==> config.mk <==
export PLATFORM = sky130hd
export DESIGN_NAME = pc_sequencer
export DESIGN_NICKNAME = d
export VERILOG_FILES = /design/src/rtl/pc_pkg.sv /design/src/rtl/ras_stack.sv /design/src/rtl/pc_sequencer.sv
export SDC_FILE = /design/constraint.sdc
export NUM_CORES = 1
export LEC_CHECK = 0
export CORE_ASPECT_RATIO = 0.75
export CORE_MARGIN = 3
export CORE_UTILIZATION = 45
export DETAILED_ROUTE_END_ITERATION = 8
export GPL_TIMING_DRIVEN = 1
export PLACE_DENSITY = 0.7
export SETUP_SLACK_MARGIN = 0.05
export SLEW_MARGIN = 0
export SYNTH_ARGS = -nofsm -noshare
export SYNTH_HDL_FRONTEND = slang
export SYNTH_HIERARCHICAL = 1
export SYNTH_SLANG_ARGS = --single-unit
export TNS_END_PERCENT = 100
==> constraint.sdc <==
create_clock -name clk -period 6.1 [get_ports clk]
set_input_delay 1.525 -clock clk [delete_from_list [all_inputs] [get_ports clk]]
set_output_delay 1.525 -clock clk [all_outputs]
set_load 0.05 [all_outputs]
==> src/rtl/pc_pkg.sv <==
// Shared next-PC select encoding and instruction-format constants for the PC sequencer.
package pc_pkg;
  localparam int INSTR_BYTES = 4;
  localparam int JIDX_W      = 26;

  typedef enum logic [2:0] {
    SEL_SEQ,
    SEL_BR,
    SEL_JMP,
    SEL_JR,
    SEL_EXC
  } sel_e;
endpackage

==> src/rtl/ras_stack.sv <==
// Circular return-address LIFO; push/pop take effect on the clock edge, top/count are registered.
// A push when full overwrites the oldest entry and sets a sticky overflow flag.
module ras_stack #(
  parameter int DEPTH = 4,
  parameter int WIDTH = 32
) (
  input  logic                       clk,
  input  logic                       rst_n,
  input  logic                       push,
  input  logic                       pop,
  input  logic [WIDTH-1:0]           push_dat,
  output logic [WIDTH-1:0]           top_dat,
  output logic [$clog2(DEPTH):0]     count,
  output logic                       full,
  output logic                       empty,
  output logic                       ovf
);
  localparam int PW = $clog2(DEPTH);
  localparam int CW = PW + 1;

  logic [WIDTH-1:0] mem [DEPTH];
  logic [PW-1:0]    top;
  logic [PW-1:0]    top_inc;

  assign top_inc = top + PW'(1);
  assign top_dat = mem[top];
  assign full    = (count == CW'(DEPTH));
  assign empty   = (count == '0);

  always_ff @(posedge clk or negedge rst_n) begin
    if (!rst_n) begin
      top   <= '0;
      count <= '0;
      ovf   <= 1'b0;
      for (int i = 0; i < DEPTH; i++) mem[i] <= '0;
    end else if (push) begin
      mem[top_inc] <= push_dat;
      top          <= top_inc;
      // Full stack: the slot after top is the oldest entry, so it is simply overwritten.
      if (full) ovf   <= 1'b1;
      else      count <= count + CW'(1);
    end else if (pop && !empty) begin
      top   <= top - PW'(1);
      count <= count - CW'(1);
    end
  end
endmodule

==> src/rtl/pc_sequencer.sv <==
// Architectural PC register with prioritised next-PC select, exception/misalign redirect and RAS.
// One-cycle latency from qualifying inputs to pc_o; stall_i holds PC and RAS unless exc_i is set.
module pc_sequencer
  import pc_pkg::*;
#(
  parameter int          ADDR_W     = 32,
  parameter logic [31:0] RESET_PC   = 32'h0000_0000,
  parameter logic [31:0] EXC_VECTOR = 32'h0000_0080,
  parameter int          RAS_DEPTH  = 4
) (
  input  logic              clk,
  input  logic              rst_n,
  input  logic              stall_i,
  input  logic              exc_i,
  input  logic              branch_i,
  input  logic              taken_i,
  input  logic [15:0]       imm_i,
  input  logic              jump_i,
  input  logic              link_i,
  input  logic [JIDX_W-1:0] jidx_i,
  input  logic              jr_i,
  input  logic              ret_i,
  input  logic [ADDR_W-1:0] jr_target_i,
  output logic [ADDR_W-1:0] pc_o,
  output logic [ADDR_W-1:0] pc_plus4_o,
  output logic [ADDR_W-1:0] link_addr_o,
  output logic              misalign_o,
  output logic              ras_ovf_o,
  output logic              ras_unf_o
);
  localparam int CW = $clog2(RAS_DEPTH) + 1;
  localparam logic [ADDR_W-1:0] RST_PC  = ADDR_W'(RESET_PC);
  localparam logic [ADDR_W-1:0] EXC_VEC = ADDR_W'(EXC_VECTOR);
  // Jump keeps the PC region above the 28-bit word-index window.
  localparam logic [ADDR_W-1:0] JMP_HI_MASK = ~ADDR_W'({(JIDX_W+2){1'b1}});

  logic [ADDR_W-1:0] seq, br_tgt, jmp_tgt, jr_tgt, imm_ofs, pc_nxt, ras_top;
  logic [CW-1:0]     ras_count;
  logic              ras_full, ras_empty, unused_ras;
  logic              act, ret_hit, jr_mis, do_push, do_pop, mis_nxt, unf_nxt;
  sel_e              sel;

  assign seq         = pc_o + ADDR_W'(INSTR_BYTES);
  assign pc_plus4_o  = seq;
  assign link_addr_o = seq;
  assign imm_ofs     = {{(ADDR_W-18){imm_i[15]}}, imm_i, 2'b00};
  assign br_tgt      = seq + imm_ofs;
  assign jmp_tgt     = (seq & JMP_HI_MASK) | ADDR_W'({jidx_i, 2'b00});
  assign ret_hit     = ret_i & ~ras_empty;
  assign jr_tgt      = ret_hit ? ras_top : jr_target_i;
  assign jr_mis      = (jr_tgt[1:0] != 2'b00);
  assign unused_ras  = ^{ras_count, ras_full};

  // Side effects belong only to a winning, non-stalled, non-excepted source.
  assign act     = ~stall_i & ~exc_i;
  assign do_push = act & ~jr_i & jump_i & link_i;
  assign do_pop  = act & jr_i & ret_hit;
  assign mis_nxt = act & jr_i & jr_mis;
  assign unf_nxt = act & jr_i & ret_i & ras_empty;

  always_comb begin
    sel = SEL_SEQ;
    if (exc_i)                    sel = SEL_EXC;
    else if (jr_i)                sel = SEL_JR;
    else if (jump_i)              sel = SEL_JMP;
    else if (branch_i && taken_i) sel = SEL_BR;
  end

  always_comb begin
    pc_nxt = seq;
    case (sel)
      SEL_EXC: pc_nxt = EXC_VEC;
      SEL_JR:  pc_nxt = jr_mis ? EXC_VEC : jr_tgt;
      SEL_JMP: pc_nxt = jmp_tgt;
      SEL_BR:  pc_nxt = br_tgt;
      default: pc_nxt = seq;
    endcase
  end

  always_ff @(posedge clk or negedge rst_n) begin
    if (!rst_n) begin
      pc_o       <= RST_PC;
      misalign_o <= 1'b0;
      ras_unf_o  <= 1'b0;
    end else begin
      if (exc_i || !stall_i) pc_o <= pc_nxt;
      misalign_o <= mis_nxt;
      ras_unf_o  <= unf_nxt;
    end
  end

  ras_stack #(
    .DEPTH (RAS_DEPTH),
    .WIDTH (ADDR_W)
  ) u_ras (
    .clk      (clk),
    .rst_n    (rst_n),
    .push     (do_push),
    .pop      (do_pop),
    .push_dat (seq),
    .top_dat  (ras_top),
    .count    (ras_count),
    .full     (ras_full),
    .empty    (ras_empty),
    .ovf      (ras_ovf_o)
  );
endmodule
**Yosys cells after proc, flatten, opt, wreduce, memory -nomap -nowiden**

Cells that the tools add are included.

- Logic and storage cells: 71
- Output and inout bits: 99
- Bits in registers: 168

- Equality and inequality tests: 6
- $lt $le $gt $ge: 3
- Reductions and logical operators: 11
- $add $sub $neg: 6
- Muxes and demuxes: 18
- Bitwise gates (word level): 17

Operators by type and width:

| cell | number |
|---|---|
| two-way mux 32 bit | 5 |
| bitwise mux 128 bit | 1 |
| one-hot mux 32 bit (4 select lines) | 1 |
| binary-select mux 32 bit (select 2 bit) | 1 |
| demux 32 bit (select 2 bit) | 1 |
| adder 32 x 3 -> 32 bit, second input constant | 1 |
| adder 32 bit | 1 |
| OR 32 x 28 -> 32 bit | 1 |
| two-way mux 3 bit | 4 |
| bitwise AND 1 bit | 10 |
| two-way mux 2 bit | 4 |
| == test 3 x 2 -> 1 bit, second input constant | 2 |
| == test 3 bit, second input constant | 2 |
| greater-or-equal comparator 3 bit, second input constant | 2 |
| inverter 2 -> 3 bit | 2 |
| inverter 1 bit | 4 |
| AND reduction 2 bit | 2 |
| nonzero test 2 bit | 2 |
| adder 3 x 1 -> 3 bit, second input constant | 1 |
| == test 3 x 1 -> 1 bit, second input constant | 1 |
| logical AND 1 bit | 3 |
| logical NOT 3 bit | 1 |
| < comparator 3 x 1 -> 1 bit, second input constant | 1 |
| subtractor 3 x 1 -> 3 bit, second input constant | 1 |
| 6 further kinds | 7 |

**Depth between registers and ports, before layout**

Gate-level depths: netlist (run 1).

- Depth in word-level cells: 8
- Gate-level depth with buffers: 17
- Depth with buffers taken out: 16

**Hierarchy**

The synthesis (run 1) kept the hierarchy.

By module, submodules not included:

| module | times used | cells an instance | area an instance (um^2) | sequential area each (um^2) |
|---|---|---|---|---|
| ras_stack | 1 | 352 | 6,144.6 | 3,353.2 |
| pc_sequencer | 1 | 659 | 4,849.7 | 850.8 |

**Worst setup path after synthesis (run 1)**

OpenSTA, ideal clock, no wires.

- Kind: reg2reg
- From: reg pc_o[4]
- To: reg pc_o[31]
- Library setup time: 0.128 ns
- Period minus slack after synthesis: 5.649 ns
- Arrival time: 5.521 ns
- Stages on the path, launching flop included: 15
- Slack: 0.451 ns
- Path buffers: 0
- Cells stage by stage: dfrtp_1 -> nand3_1 -> or3_1 -> nor3_1 -> nand3_1 -> xnor2_1 -> ha_1 -> a21o_1 -> a31o_2 -> a221oi_1 -> o31ai_2 -> a2111o_1 -> a2111o_1 -> nand3_1 -> mux2_1

- Cells in the longest elaborated chain, start to end: 3

Ends and longest elaborated chain:

| what | RTL line | RTL |
|---|---|---|
| start: declaration | pc_sequencer.sv:24 | `output logic [ADDR_W-1:0] pc_o,` |
| start signal: assignment | pc_sequencer.sv:86 | `if (exc_i \|\| !stall_i) pc_o <= pc_nxt;` |
| adder 32 x 3 -> 32 bit | pc_sequencer.sv:43 | `assign seq = pc_o + ADDR_W'(INSTR_BYTES);` |
| via link_addr_o[19] | pc_sequencer.sv:26 | `output logic [ADDR_W-1:0] link_addr_o,` |
| adder 32 bit | pc_sequencer.sv:47 | `assign br_tgt = seq + imm_ofs;` |
| one-hot mux 32 bit (4 select lines) | pc_sequencer.sv:71 | `case (sel)` |

The timed path passes the listed nets, and every way through them passes these cells.
A chain may end at the register's enable or synchronous reset.

**Final worst setup path (run 1)**

- From: reg pc_o[2]
- To: out link_addr_o[24]

- Cells in the longest elaborated chain, start to end: 1

Ends and longest elaborated chain:

| what | RTL line |
|---|---|
| adder 32 x 3 -> 32 bit | pc_sequencer.sv:43 |
| end: declaration | pc_sequencer.sv:26 |

No other way between the ends.

==> metrics, run 1 <==
htree depth 4; ANT cells 0; CTS tree yes; starting density of the core 46.8%; Fmax 0.177 GHz; full die area 26400 um^2; Crit. End Element primary output; CP arrival 4.13 ns; Power Density 335 nW/um^2; initial antenna violation count 0; most common cell in the netlist dfrtp_1; Final TNS setup 0 ns; CTS Sinks 168; Final Power 4.49 mW; Clock Path Buffers 2; status complete, no violations; crit start category flip-flop; GRT overflow 0; Final HPWL DP 23300 um; Worst slew margin 36.3%; top post-synthesis cells by area dfrtp_1, mux2_2, mux4_2, ha_1, mux2_4; Yosys Warn Count 6; count of input and output buffers 182; clk_skew 0.00834 ns; WS Path Type reg2out; maximum vdd drop 0.227 mV; post-cts sizing count 0; Rows 48; number of global-route vias before repair 8968; critical path required time 4.58 ns; Final setup viols 0; Core Footprint 23500 um^2; fraction of layout cells with a size suffix above 1 19.4%; min cycle time layout 5.66 ns; routed wire length 32800 um; post-synthesis cell count 1011; fin nets 1274; Max Cap Violations 0; io pins 183; initial DRC count 713; post-synth top area share 38.2%; Final Hold Vio Count 0; GP Congestion 0.918; Die Ht 141 um; largest area contributor in the netlist dfrtp_1; Avg Cell Area, Syn 10.9 um^2; drt wl/cell 22.1 um; Synthesized Nets 1137; final design utilization 57.0%; Root Buffer clkbuf_16; Synth Register Bits 168; async set or reset register ratio after synthesis 100%; Reg2Reg Setup Slack 0.86 ns; Setup Buffers After CTS 0; leakage power 6.04 nW; Hold Path Class reg2reg; RSZ-0062 raised after global routing false; post-synth cell types 75; register area share after synthesis 38.2%; worst slew pin tran 0.955 ns; Area Growth Syn to Fin 21.8%; clock transition at the registers of the reported paths 0.07 ns; worst-path fanout max 8; drc violations 0; main flop type after synthesis dfrtp_1; hold buffers post-CTS 0; Detail Route Antenna Nets 0; mapped cell area 11000 um^2; most frequent cells after synthesis dfrtp_1, mux2_2, a21oi_1, nand2_1; Final Max Tran Viols 0; TritonRoute pass-1 iters 5; number of synthesized flops with an enable pin 0; global-route wire length before repair 52300 um; period utilisation layout 92.7%; via count 8800; total CTS buffers 17; largest net degree at the start of global routing 96; Via density 5.93; Tot GR Track Use 25.4%; Die W 186 um; worst-skew pair later-pin latency 0.44 ns
[worst max-delay path, cell delays in order (launching register included)]
cell	delay, ns
dfrtp_1	0.42
ha_1	0.27
nand2_1	0.11
or4_1	0.52
nor2_2	0.33
and3_1	0.34
nand3_1	0.15
xnor2_1	0.61
clkdlybuf4s50_1	0.94
[area by class of cell]
class | instances | area [um^2]
repair buffers | 202 | 1990
well taps | 325 | 407
multi-input cells | 741 | 6150
inverters | 18 | 67.6
clock buffers | 23 | 478
fillers | 1992 | 10100
flip-flops and latches | 168 | 4210
clock inverters | 8 | 97.6
[logic make-up after synthesis]
family / after synthesis / synth area share (%)
DFF: 168 / 38.2
adders and majority gates: 42 / 4.92
AOI/OAI and AO/OA: 233 / 13.6
and+or+nand+nor: 237 / 10.7
buffers and inverters: 102 / 5.96
xor gates and xnor gates: 46 / 3.66
muxes: 183 / 22.9
[power breakdown]
group | switching (mW) | leakage, nW | internal [mW]
Clock | 0.454 | 0.275 | 0.631
Sequential | 0.226 | 2.26 | 1.35
Combinational | 1.01 | 3.51 | 0.810
Total | 1.69 | 6.04 | 2.79
[metrics by stage]
| stage | cells | hold slack [ns] | setup slack, ns | cell area (um^2) |
|---|---|---|---|---|
| 3_3_place_gp | 1454 | 0.445 | 1.05 | 12800 |
| 4_1_cts | 1485 | 0.463 | 0.505 | 13400 |
| 5_1_grt | 1485 | 0.484 | 0.227 | 13400 |
| 2_1_floorplan | 1011 | 0.470 | 0.451 | 11000 |
| 6_report | 1485 | 0.456 | 0.444 | 13400 |
| 3_5_place_dp | 1454 | 0.447 | 0.983 | 12800 |
[state kept, by name, indices dropped and copies added (netlist names)]
register	count
u_ras/mem	128
pc_o	32
ras_unf_o	1
u_ras/ovf	1
u_ras/count	3
misalign_o	1
u_ras/top	2
[worst paths after layout]
path	endpoint	start	depth (start not counted)
max	link_addr_o[24]	pc_o[2]$_DFFE_PN0P_	8
min	u_ras/ovf$_DFFE_PN0P_	u_ras/ovf$_DFFE_PN0P_	1
max reg2reg	pc_o[31]$_DFFE_PN0P_	pc_o[4]$_DFFE_PN0P_	14
min reg2reg	u_ras/ovf$_DFFE_PN0P_	u_ras/ovf$_DFFE_PN0P_	1
max in group asynchronous	u_ras/mem[51]$_DFFE_PN0P_	rst_n	2
min in group asynchronous	u_ras/mem[104]$_DFFE_PN0P_	rst_n	1
[metal layers]
metal  global-route usage [%]  share of wire, %  up-vias
met4                     6.04               1.5        0
met3                     7.73               8.8       30
li1                         -                 -     3998
met2                     37.8                43      372
met5                        0                 0        -
met1                     36.6                47     4400
[placed cells by master (no fill, tap or decap), types with 5 or more instances in the layout]
master / netlist / routed
a211oi_1: 7 / 7
a21boi_0: 6 / 6
a21o_1: 17 / 17
a21oi_1: 74 / 74
a221oi_1: 10 / 10
a31oi_1: 12 / 12
and2_1: 6 / 6
and3_1: 15 / 15
buf_4: 40 / 19
clkbuf_16: 0 / 17
clkdlybuf4s50_1: 0 / 181
dfrtp_1: 168 / 167
ha_1: 40 / 40
inv_1: 18 / 18
mux2_2: 99 / 99
mux2_4: 30 / 30
mux2i_1: 21 / 21
mux4_2: 28 / 28
nand2_1: 71 / 71
nand2b_1: 7 / 7
nand3_1: 28 / 28
nand4_1: 5 / 5
nor2_1: 52 / 51
nor2b_1: 7 / 5
nor3_1: 16 / 16
o211ai_1: 7 / 7
o21a_1: 7 / 7
o21ai_0: 52 / 52
o22ai_1: 6 / 6
or3_1: 8 / 8
xnor2_1: 27 / 27
xor2_1: 19 / 19
Power figures use the tool's default switching activity.
==> inputs of run 2 (changes only) <==
--- a/config.mk
+++ b/config.mk
@@ -5,6 +5,7 @@
 export SDC_FILE = /design/constraint.sdc
 export NUM_CORES = 1
 export LEC_CHECK = 0
+export ABC_CLOCK_PERIOD_IN_PS = 6850
 export CORE_ASPECT_RATIO = 0.75
 export CORE_MARGIN = 3
 export CORE_UTILIZATION = 45
==> constraint.sdc (replaced) <==
create_clock -name clk -period 6.85 [get_ports clk]
set_input_delay 1.7125 -clock clk [delete_from_list [all_inputs] [get_ports clk]]
set_output_delay 1.7125 -clock clk [all_outputs]
set_load 0.05 [all_outputs]
==> run 2 against run 1 <==
Via count up 0.57%. Setup slack better by 0.64 ns. Sequential share of layout area up 0.20 points. Cell count down 0.27%. Total power down 12%. Clock power down 16%. Critical endpoint is now pc_plus4_o[24]. Largest cell class unchanged.
==> metrics, run 2 (same netlist as run 1, synthesis figures left out) <==
status complete, no violations; GRT overflow 0 (unchanged); Final WS setup 1.08 ns (+0.637 ns); worst-skew pair later-pin latency 0.44 ns (about the same); CTS Sinks 168 (unchanged); routed wire length 32900 um (+0.51%); number of global-route vias before repair 8922 (-0.51%); WS Path Type reg2out; Detail Route Antenna Nets 0 (unchanged); Via density 5.98 (+0.84%); worst slew pin tran 1.03 ns (+0.0740 ns); Setup Slack @ Placement 1.62 ns (+0.632 ns); Final setup viols 0 (unchanged); Final HPWL DP 23400 um (+0.44%); Die Ht 141 um (unchanged); fillers 2011 (+0.95%); fraction of layout cells with a size suffix above 1 18.9% (-0.45 points); Crit. End Element primary output; Final TNS setup 0 ns (unchanged); starting density of the core 46.8% (unchanged); crit start category flip-flop; CP arrival 4.06 ns (-0.07 ns); Root Buffer clkbuf_16; fin nets 1270 (-0.31%); Final Max Tran Viols 0 (unchanged); CP delay by family, top simple AND/OR/NAND/NOR gates; Area Growth Syn to Fin 21.0%; Worst Hold Slack 0.455 ns (-0.000679 ns); RSZ-0062 raised after global routing false; Power Density 296 nW/um^2 (-12%); register area 4210 um^2 (unchanged); area of the multi-input gates 6150 um^2 (unchanged); TritonRoute pass-1 iters 6 (+1); GP Congestion 0.913 (-0.51%); drc violations 0 (unchanged); worst-path cell chain ha_1, nand2_1, or4_1, nor2_2, and3_1, nand3_1, xnor2_1, clkdlybuf4s50_1; count of input and output buffers 182 (unchanged); fin area 13300 um^2 (-0.63%); slowest stage delay, CP 0.93 ns (about the same); htree depth 4 (unchanged); Final Hold Vio Count 0 (unchanged); CTS tree yes; full die area 26400 um^2 (unchanged); Setup Buffers After CTS 0 (unchanged); via count 8850 (+0.57%); Largest register FFs 128 (unchanged); min cycle time layout 5.77 ns; drt wl/cell 22.2 um (+0.78%); top flop regs u_ras/mem: 128 flops, pc_o: 32 flops, u_ras/count: 3 flops; global-route wire length before repair 51900 um (-0.69%); Max Cap Violations 0 (unchanged); most common cell after layout, fill and taps aside clkdlybuf4s50_1; Clock Path Buffers 2 (unchanged); post-cts sizing count 0 (unchanged); critical path required time 5.14 ns (+0.56 ns); leakage power 5.99 nW (-0.85%); clk_skew 0.0102 ns (+0.00187 ns); Rows 48 (unchanged); maximum vdd drop 0.194 mV (-14%); Cell Area, Placed 12800 um^2 (-0.33%); Worst slew margin 31.2% (-5.1 points); Final Power 3.94 mW (-12%); slowest CP cell clkdlybuf4s50_1; total CTS buffers 17 (unchanged); largest register by flop count u_ras/mem; io pins 183 (unchanged); largest net degree at the start of global routing 72 (-25%); clock transition at the registers of the reported paths 0.06 ns (about the same); commonest cells after routing, fill and taps aside clkdlybuf4s50_1, dfrtp_1, mux2_2; ANT cells 0 (unchanged); hold buffers post-CTS 0 (unchanged); worst path buffer plus inverter count 1 (unchanged); Core Footprint 23500 um^2 (unchanged); Die W 186 um (unchanged); Fmax 0.173 GHz; initial antenna violation count 0 (unchanged); Tot GR Track Use 25.3% (-0.18 points); initial DRC count 865 (+21%); worst-path fanout max 8 (unchanged); Hold Path Class reg2reg; period utilisation layout 84.2%
run 2: cell count changes in the layout (fill, tap and decap cells not counted), sizes merged:
cell      change
clkinvlp      +1
buf           -4
bufinv        -1
run 2: worst reg2reg max path: stages, from the launching register on:
cell and delay, ns:
dfrtp_1 0.43, nand3_1 0.19, or3_1 0.47, nor3_1 0.57
nand3_1 0.18, xnor2_1 0.60, ha_1 0.44, a21o_1 0.23
a31o_2 0.22, a221oi_1 0.28, o31ai_2 0.18, a2111o_1 0.49
a2111o_1 0.39, nand3_1 0.11, mux2_1 0.32
run 2: stage by stage:
stage / std cells / utilization (%)
finish: 1481 / 56.6
global route: 1481 / 56.6
CTS: 1481 / 56.6
detailed placement: 1450 / 54.4
global placement: 1450 / 54.4
floorplan: 1011 / -
run 2: where the power goes:
part | internal, mW | switching (mW)
combinational | 0.717 | 0.894
clock | 0.506 | 0.407
sequential | 1.20 | 0.210
run 2: area by class of cell:
type | count | area share, %
clock buffers | 23 | 3.44
flip-flops and latches | 168 | 31.6
well taps | 325 | 3.06
multi-input cells | 741 | 46.2
inverters | 18 | 0.508
repair buffers | 198 | 14.6
clock inverters | 8 | 0.564
run 2: worst paths after layout:
kind / from / to / slack [ns] / depth (start not counted)
worst max-delay path: pc_o[2]$_DFFE_PN0P_ / pc_plus4_o[24] / 1.08 / 8
worst min-delay path: u_ras/ovf$_DFFE_PN0P_ / u_ras/ovf$_DFFE_PN0P_ / 0.46 / 1
worst max register to register: pc_o[4]$_DFFE_PN0P_ / pc_o[31]$_DFFE_PN0P_ / 1.63 / 14
worst min register to register: u_ras/ovf$_DFFE_PN0P_ / u_ras/ovf$_DFFE_PN0P_ / 0.46 / 1
max in group asynchronous: rst_n / u_ras/mem[121]$_DFFE_PN0P_ / 4.18 / 2
min in group asynchronous: rst_n / u_ras/mem[72]$_DFFE_PN0P_ / 1.27 / 1
run 2: layer usage:
metal  wire length, um  global-route usage, %  up-vias
met1             15100                   37.3     4419
met4               429                   5.92        0
met3              2840                   5.38       34
met5                 0                      0        -
met2             14600                   38.3      425
li1                  -                      -     3972
